## src/rtl/muldiv_unit_if.sv

```systemverilog
// Request/response bundle between the execute stage and the iterative
// RV32M multiply/divide unit.
interface muldiv_unit_if #(
  parameter int WIDTH = 32
);
  logic             start;
  logic [2:0]       operation;
  logic [WIDTH-1:0] operandA;
  logic [WIDTH-1:0] operandB;
  logic             busy;
  logic             done;
  logic [WIDTH-1:0] result;

  modport master (
    output start, operation, operandA, operandB,
    input  busy, done, result
  );

  modport slave (
    input  start, operation, operandA, operandB,
    output busy, done, result
  );
endinterface

```

## src/rtl/muldiv_unit.sv

```systemverilog
// Iterative radix-2 RV32M multiply/divide unit: fixed WIDTH-cycle latency,
// operands converted to magnitudes at capture and sign-corrected on the last step.
module muldiv_unit #(
  parameter int WIDTH = 32
) (
  input  logic           clk,
  input  logic           rst,
  muldiv_unit_if.slave   bus
);
  localparam int CW = $clog2(WIDTH) + 1;
  localparam logic [1:0] IDLE = 2'd0;
  localparam logic [1:0] CALC = 2'd1;
  localparam logic [1:0] DONE = 2'd2;

  logic [1:0]         state_reg;
  logic [CW-1:0]      count_reg;
  logic [2:0]         op_reg;
  logic [WIDTH-1:0]   mcand_reg;
  logic [2*WIDTH-1:0] acc_reg;
  logic [WIDTH-1:0]   a_raw_reg;
  logic               neg_a_reg;
  logic               neg_b_reg;
  logic               div_zero_reg;
  logic               overflow_reg;
  logic [WIDTH-1:0]   result_reg;

  // Capture-side decode: which operands are treated as signed for this op.
  logic             is_div_in;
  logic             signed_a_in;
  logic             signed_b_in;
  logic             neg_a_in;
  logic             neg_b_in;
  logic [WIDTH-1:0] a_mag_in;
  logic [WIDTH-1:0] b_mag_in;

  always_comb begin
    is_div_in   = bus.operation[2];
    signed_a_in = is_div_in ? ~bus.operation[0]
                            : (bus.operation == 3'b001 || bus.operation == 3'b010);
    signed_b_in = is_div_in ? ~bus.operation[0] : (bus.operation == 3'b001);
    neg_a_in    = signed_a_in & bus.operandA[WIDTH-1];
    neg_b_in    = signed_b_in & bus.operandB[WIDTH-1];
    a_mag_in    = neg_a_in ? -bus.operandA : bus.operandA;
    b_mag_in    = neg_b_in ? -bus.operandB : bus.operandB;
  end

  // One iteration. The accumulator holds {product_hi, multiplier} when
  // multiplying and {remainder, dividend/quotient} when dividing.
  logic [WIDTH:0]     mul_sum;
  logic [2*WIDTH-1:0] mul_next;
  logic [2*WIDTH:0]   div_shl;
  logic [WIDTH:0]     div_diff;
  logic [2*WIDTH-1:0] div_next;
  logic [2*WIDTH-1:0] acc_next;

  always_comb begin
    mul_sum  = {1'b0, acc_reg[2*WIDTH-1:WIDTH]} + {1'b0, mcand_reg};
    mul_next = acc_reg[0] ? {mul_sum, acc_reg[WIDTH-1:1]}
                          : {1'b0, acc_reg[2*WIDTH-1:1]};
    div_shl  = {acc_reg, 1'b0};
    div_diff = div_shl[2*WIDTH:WIDTH] - {1'b0, mcand_reg};
    div_next = div_diff[WIDTH] ? div_shl[2*WIDTH-1:0]
                               : {div_diff[WIDTH-1:0], div_shl[WIDTH-1:1], 1'b1};
    acc_next = op_reg[2] ? div_next : mul_next;
  end

  // Final-step sign correction and output selection.
  logic [2*WIDTH-1:0] prod_fin;
  logic [WIDTH-1:0]   quot_fin;
  logic [WIDTH-1:0]   rem_fin;
  logic [WIDTH-1:0]   result_sel;

  always_comb begin
    prod_fin = (neg_a_reg ^ neg_b_reg) ? -acc_next : acc_next;
    if (div_zero_reg) begin
      quot_fin = '1;
      rem_fin  = a_raw_reg;
    end else if (overflow_reg) begin
      quot_fin = {1'b1, {(WIDTH-1){1'b0}}};
      rem_fin  = '0;
    end else begin
      quot_fin = (neg_a_reg ^ neg_b_reg) ? -acc_next[WIDTH-1:0] : acc_next[WIDTH-1:0];
      rem_fin  = neg_a_reg ? -acc_next[2*WIDTH-1:WIDTH] : acc_next[2*WIDTH-1:WIDTH];
    end
    case (op_reg)
      3'b000:                 result_sel = prod_fin[WIDTH-1:0];
      3'b001, 3'b010, 3'b011: result_sel = prod_fin[2*WIDTH-1:WIDTH];
      3'b100, 3'b101:         result_sel = quot_fin;
      default:                result_sel = rem_fin;
    endcase
  end

  always_ff @(posedge clk or posedge rst) begin
    if (rst) begin
      state_reg    <= IDLE;
      count_reg    <= '0;
      op_reg       <= '0;
      mcand_reg    <= '0;
      acc_reg      <= '0;
      a_raw_reg    <= '0;
      neg_a_reg    <= 1'b0;
      neg_b_reg    <= 1'b0;
      div_zero_reg <= 1'b0;
      overflow_reg <= 1'b0;
      result_reg   <= '0;
    end else begin
      case (state_reg)
        CALC: begin
          acc_reg   <= acc_next;
          count_reg <= count_reg + 1'b1;
          if (count_reg == CW'(WIDTH - 1)) begin
            result_reg <= result_sel;
            state_reg  <= DONE;
          end
        end
        default: begin
          if (bus.start) begin
            op_reg       <= bus.operation;
            a_raw_reg    <= bus.operandA;
            neg_a_reg    <= neg_a_in;
            neg_b_reg    <= neg_b_in;
            // Divide takes the divisor as the subtrahend; multiply adds A.
            mcand_reg    <= is_div_in ? b_mag_in : a_mag_in;
            acc_reg      <= {{WIDTH{1'b0}}, (is_div_in ? a_mag_in : b_mag_in)};
            div_zero_reg <= is_div_in && (bus.operandB == '0);
            overflow_reg <= is_div_in && !bus.operation[0]
                            && (bus.operandA == {1'b1, {(WIDTH-1){1'b0}}})
                            && (bus.operandB == '1);
            count_reg    <= '0;
            state_reg    <= CALC;
          end else begin
            state_reg <= IDLE;
          end
        end
      endcase
    end
  end

  assign bus.busy   = (state_reg == CALC);
  assign bus.done   = (state_reg == DONE);
  assign bus.result = result_reg;
endmodule

```

## src/flat_wrapper.sv

```systemverilog
// flat-port wrapper written by rule: the top's interface ports become plain ports
module muldiv_unit_flat 
#(
  parameter int WIDTH = 32
)
  (clk, rst, bus_start, bus_operation, bus_operandA, bus_operandB, bus_busy, bus_done, bus_result);
  muldiv_unit_if #(.WIDTH(WIDTH)) bus_i ();
  input  logic clk;
  input  logic rst;
  input wire logic [$bits(bus_i.start)-1:0] bus_start;
  input wire logic [$bits(bus_i.operation)-1:0] bus_operation;
  input wire logic [$bits(bus_i.operandA)-1:0] bus_operandA;
  input wire logic [$bits(bus_i.operandB)-1:0] bus_operandB;
  output wire logic [$bits(bus_i.busy)-1:0] bus_busy;
  output wire logic [$bits(bus_i.done)-1:0] bus_done;
  output wire logic [$bits(bus_i.result)-1:0] bus_result;
  assign bus_i.start = bus_start;
  assign bus_i.operation = bus_operation;
  assign bus_i.operandA = bus_operandA;
  assign bus_i.operandB = bus_operandB;
  assign bus_busy = bus_i.busy;
  assign bus_done = bus_i.done;
  assign bus_result = bus_i.result;
  muldiv_unit #(.WIDTH(WIDTH)) u_core (.clk(clk), .rst(rst), .bus(bus_i));
endmodule
```

## config.mk

```make
export PLATFORM = sky130hd
export DESIGN_NAME = muldiv_unit_flat
export DESIGN_NICKNAME = d
export VERILOG_FILES = /design/src/rtl/muldiv_unit_if.sv /design/src/rtl/muldiv_unit.sv /design/src/flat_wrapper.sv
export SDC_FILE = /design/constraint.sdc
export NUM_CORES = 1
export LEC_CHECK = 0
export ABC_AREA = 1
export CAP_MARGIN = 25
export CELL_PAD_IN_SITES_DETAIL_PLACEMENT = 0
export CELL_PAD_IN_SITES_GLOBAL_PLACEMENT = 1
export CORE_MARGIN = 2
export CORE_UTILIZATION = 43
export CTS_CLUSTER_DIAMETER = 150
export CTS_CLUSTER_SIZE = 10
export DETAILED_ROUTE_END_ITERATION = 6
export PLACE_DENSITY = 0.91
export SYNTH_ARGS = -nofsm -noshare
export SYNTH_HDL_FRONTEND = slang
export SYNTH_SLANG_ARGS = --single-unit
```

## constraint.sdc

```tcl
create_clock -name clk -period 6.8 [get_ports clk]
set_input_delay 1.02 -clock clk [delete_from_list [all_inputs] [get_ports clk]]
set_output_delay 1.02 -clock clk [all_outputs]
set_load 0.05 [all_outputs]
```

# After elaboration in Yosys (flattened, before gate mapping)
# Index checks and enable logic that the tools add are counted.
dict set report totals {
  reg_bits 175
  out_inout_bits 34
}
dict set report classes {
  eq_ne 13
  bitwise_logic 5
  addsub 8
  n_reduce_logical 13
  mux 24
}
# op n
set op_table {}
lappend op_table {{$mux W64} 6}
lappend op_table {{$mux W32} 10}
lappend op_table {{$neg A32 Y32} 4}
lappend op_table {{$pmux W32 S3} 1}
lappend op_table {{$eq A32 B32 Y1 const B} 2}
lappend op_table {{$neg A64 Y64} 1}
lappend op_table {{$add A32 B32 Y33} 1}
lappend op_table {{$sub A33 B32 Y33} 1}
lappend op_table {{$logic_not A32 Y1} 1}
lappend op_table {{$mux W6} 2}
lappend op_table {{$eq A3 B2 Y1 const B} 3}
lappend op_table {{$add A6 B1 Y6 const B} 1}
lappend op_table {{$eq A3 B1 Y1 const B} 2}
lappend op_table {{$eq A3 B3 Y1 const B} 2}
lappend op_table {{$eq A6 B5 Y1 const B} 1}
lappend op_table {{$logic_and A1 B1 Y1} 4}
lappend op_table {{$mux W2} 2}
lappend op_table {{$reduce_and A2 Y1} 2}
lappend op_table {{$logic_not A3 Y1} 1}
lappend op_table {{$mux W1} 3}
lappend op_table {{$reduce_or A3 Y1} 1}
lappend op_table {{$and A1 B1 Y1} 2}
lappend op_table {{$eq A2 B1 Y1 const B} 1}
lappend op_table {{$eq A2 B2 Y1 const B} 1}
lappend op_table {{7 further kinds} 8}

# Logic depth before layout (Yosys ltp)
dict set report logic_depth {
  ltp_word 8
  depth_mapped 39
  depth_no_buf 38
}

# Worst setup path after synthesis
# Ideal clock, no wire load.
dict set report synth_path {
  path_type {register to register}
  start {register u_core.acc_reg[31]}
  end {register u_core.result_reg[30], in the netlist u_core.bus.result[30]}
  arrival_ps 3861
  required_time_ps 6682
  setup_time_ps 118
  path_buffers 1
  path_slack_ps 2822
  synth_period_minus_slack_ps 3978
  path_stages_with_launch 38
  path_cell_list {dfrtp_1 > inv_1 > ha_1 > fa_1 > inv_1 > nand2_1 > nand2_1 > nand3_1 > nand2_2 > nand2_2 > nand2_2 > nand2_2 > nand3_1 > nand2_2 > buf_6 > nand2_2 > nand2_1 > inv_1 > (+2 left out) > nor2_1 > nand2_1 > nor2_1 > nand2_1 > nor2_2 > nand2_2 > nor3_2 > nand3b_1 > nor2_1 > nand2_1 > nor2_2 > nand2_1 > nand2_1 > nand3_1 > nand3_1 > nand2_1 > nand3_1 > nand2_1}
}
dict set report synth_via {
  elab_chain_cells 8
  word_cells_on_any_way 15
  cone_classes {add/sub (4); mux (11)}
}
# item line_no
set synth_rtl {}
lappend synth_rtl {{start, declared} muldiv_unit.sv:19} ;# logic [2*WIDTH-1:0] acc_reg;
lappend synth_rtl {{start signal, assigned} muldiv_unit.sv:109} ;# acc_reg <= acc_next;
lappend synth_rtl {{start signal, assigned} muldiv_unit.sv:124} ;# acc_reg <= {{WIDTH{1'b0}}, (is_div_in ? a_mag_in : b_mag_in)};
lappend synth_rtl {{$sub A33 B32 Y33} muldiv_unit.sv:61} ;# div_diff = div_shl[2*WIDTH:WIDTH] - {1'b0, mcand_reg};
lappend synth_rtl {{$mux W64} muldiv_unit.sv:62} ;# div_next = div_diff[WIDTH] ? div_shl[2*WIDTH-1:0]
lappend synth_rtl {{$mux W64 (*)} muldiv_unit.sv:64} ;# acc_next = op_reg[2] ? div_next : mul_next;
lappend synth_rtl {{$neg A32 Y32 (on tied branches)} {muldiv_unit.sv:83, muldiv_unit.sv:82}}
lappend synth_rtl {{$mux W32 (on tied branches)} {muldiv_unit.sv:83, muldiv_unit.sv:82}}
lappend synth_rtl {{$mux W32} muldiv_unit.sv:78} ;# end else if (overflow_reg) begin
lappend synth_rtl {{$mux W32} muldiv_unit.sv:75} ;# if (div_zero_reg) begin
lappend synth_rtl {{$pmux W32 S3 (*)} muldiv_unit.sv:85} ;# case (op_reg)
lappend synth_rtl {{end signal, assigned} muldiv_unit.sv:112} ;# result_reg <= result_sel;
lappend synth_rtl {{end, declared} muldiv_unit.sv:25} ;# logic [WIDTH-1:0] result_reg;
# Every way passes the cells marked *; elsewhere a longest branch is shown, timed or not.
# A chain may end at the register's enable or synchronous reset.

# Final worst setup path
dict set report layout_path {
  start {register u_core.acc_reg[31]}
  end {register u_core.result_reg[26], in the netlist u_core.bus.result[26]}
}
# Same word-level chain as after synthesis.

==> results.py <==
metrics = {
    "clocking": {
        "clock_latency_ns": 0.50,
        "max-clock-path-buffers": 2,
        "hold_buffers": 0,
        "cts_resized": 0,
        "cts_htree_levels": 4,
        "cts_setup_buffers": 0,
        "clock_sinks": 175,
        "clk_pin_slew_ns": 0.08,
        "numCtsBuffers": 17,
        "cts-root-buf": "clkbuf_16",
        "cts_tree": "done",
    },
    "floorplanning": {
        "die_h_um": 210,
        "dieArea_um2": 44200,
        "initial_core_util": 0.436,
        "coreArea_um2": 41900,
        "ios": 104,
        "row_count": 75,
        "die_w_um": 210,
    },
    "timing": {
        "tightest_slew_ns": 1.07,
        "slew_headroom": 0.281,
        "clock_skew_ns": 0.0167,
        "fin_ws_ns": 1.89,
        "post-route-period-util": 0.722,
        "hold_violations": 0,
        "final-setup-viol-count": 0,
        "rsz0062_at_grt": "false",
        "fmax_mhz": 204,
        "maxSlewViolCount": 0,
        "fin_tns_setup_ns": 0,
        "period_needed_ns": 4.91,
    },
    "layout": {
        "area_delta_synth_final_pct": 11.5,
        "seqCellArea_um2": 4380,
        "antennaDiodeCount": 0,
        "nNetsFinal": 3218,
        "fin_util": 0.486,
        "multiInputGateArea_um2": 11900,
        "final_area_um2": 20400,
        "nFillCells": 4500,
        "drive_gt1_frac": 0.0592,
        "largest_reg_flops": 64,
    },
    "status": {
        "outcome": "finished, final reports clean",
    },
    "worst_setup_path": {
        "cp_num_buf_inv": 4,
        "required_ns": 7.24,
        "cpLargestDelayFamily": "simple AND/OR/NAND/NOR gates",
        "worst_setup_path_end_kind": "flip-flop",
        "critical_path_class": "reg2reg",
        "worstSetupStartpointType": "flip-flop",
        "crit_slowest_cell": "o21ai_0",
        "worstPathArrival_ns": 5.35,
        "crit_fanout": 3,
        "path_common_cell": "nand2_1",
        "cpPeakStageDelay_ns": 0.56,
    },
    "global_route": {
        "grt_start_max_net_pins": 95,
        "grt_util_all_layers": 0.402,
        "grt_antenna_before_repair": 1,
        "grt_pass1_vias": 20300,
        "overflow": 0,
        "grt_pass1_wl_um": 131000,
    },
    "placed_design": {
        "place_congestion": 1.06,
        "port_buffers": 103,
        "dp_hpwl_um": 71700,
        "placed_cell_area_um2": 19800,
        "place_ws_ns": 2.02,
    },
    "yosys": {
        "synthTopCellsByArea": "dfrtp_1, nand2_1, inv_1",
        "synth_cell_type_count": 55,
        "ys_seq_area_frac": 0.240,
        "synth_nets": 3171,
        "ys_warn_count": 0,
        "synth_seq_cells": 175,
        "synth-edff-count": 0,
        "synth.most_common_cell": "nand2_1",
        "synth_cells": 3029,
        "yosysTopAreaCell": "dfrtp_1",
        "synthTopCellsByCount": "nand2_1, inv_1, nor2_1",
        "syn_area_per_cell_um2": 6.03,
        "netlist.area_leader.share": 0.240,
        "ys.flop_type": "dfrtp_1",
        "synth_area_um2": 18300,
        "async_flop_share": 1.00,
    },
    "route": {
        "dr.pass1.iters": 6,
        "drc": 0,
        "dr_total_vias": 21600,
        "wirelength_um": 88400,
        "wl_per_cell_um": 24.4,
        "avgViaCountPerCell": 5.95,
        "first_iter_violations": 3013,
        "final_antenna_net_count": 0,
    },
    "hold_path": {
        "min_path_type": "reg2reg",
    },
    "job": {
        "max_cap_violations": 0,
    },
}
## cell families (layout without fill, tap and decap cells)
logic type	after synthesis	count (layout)	synth area share
DFF	175	175	0.240
adders and majority gates	72	72	0.0501
AOI/OAI and AO/OA	550	550	0.174
xor gates and xnor gates	90	90	0.0431
and+or+nand+nor	1628	1628	0.382
buffers and inverters	514	574	0.110
## path summary, 6_finish.rpt
check / from / end / slack [ns] / cells after the start
max reg2reg: u_core.acc_reg[31]$_DFFE_PP0P_ / u_core.bus.result[26]$_DFFE_PP0P_ / 1.89 / 33
min: u_core.bus.result[16]$_DFFE_PP0P_ / u_core.bus.result[16]$_DFFE_PP0P_ / 0.48 / 2
min reg2reg: u_core.bus.result[16]$_DFFE_PP0P_ / u_core.bus.result[16]$_DFFE_PP0P_ / 0.48 / 2
max in group asynchronous: rst / u_core.op_reg[2]$_DFFE_PP0P_ / 4.68 / 3
max: u_core.acc_reg[31]$_DFFE_PP0P_ / u_core.bus.result[26]$_DFFE_PP0P_ / 1.89 / 33
min in group asynchronous: rst / u_core.bus.result[18]$_DFFE_PP0P_ / 1.02 / 2
## placed cells by master, fill, tap and decap left out, drive strengths merged, types with 15 or more instances in the layout
master	synthesis	routed
nand4	34	34
a21oi	186	186
nor3	36	36
xor2	78	78
o22ai	56	56
clkdlybuf4s50	0	103
nor2	302	302
dfrtp	175	175
o21ai	201	201
nand3	260	260
o211ai	21	21
nand3b	15	15
clkbuf	73	17
nand2	955	955
buf	31	29
ha	70	70
inv	406	410
## routing by layer
metal  up-vias  track usage  share of wire
li1       9951            -              -
met4         0        0.243          0.069
met1     10200        0.529           0.41
met2      1269        0.617           0.43
met5         -            0              0
met3       228       0.0706          0.094
## area by class of cell
cell class,count,share of cell area
well taps,539,0.0331
repair buffers,132,0.0625
clock buffers,17,0.0209
clock inverters,15,0.00780
multi-input cells,2340,0.585
flip-flops and latches,175,0.215
inverters,410,0.0758
## stage by stage
stage | instances | hold WS [ns]
6_report | 3628 | 0.482
5_1_grt | 3628 | 0.500
4_1_cts | 3628 | 0.485
3_5_place_dp | 3596 | 0.466
3_3_place_gp | 3595 | 0.463
2_1_floorplan | 3029 | 0.449
## worst register-to-register path: cells and delay by family (launching register included)
family          cells  cell delay (ns)
simple gates       25             2.69
buf+inv             4             0.42
compound gates      1             0.56
fa+ha+maj           3             0.83
flops               1             0.36
Power is left out: the tool's default activity adds up to more than one toggle a clock period on the data nets, which glitch-free logic cannot reach.
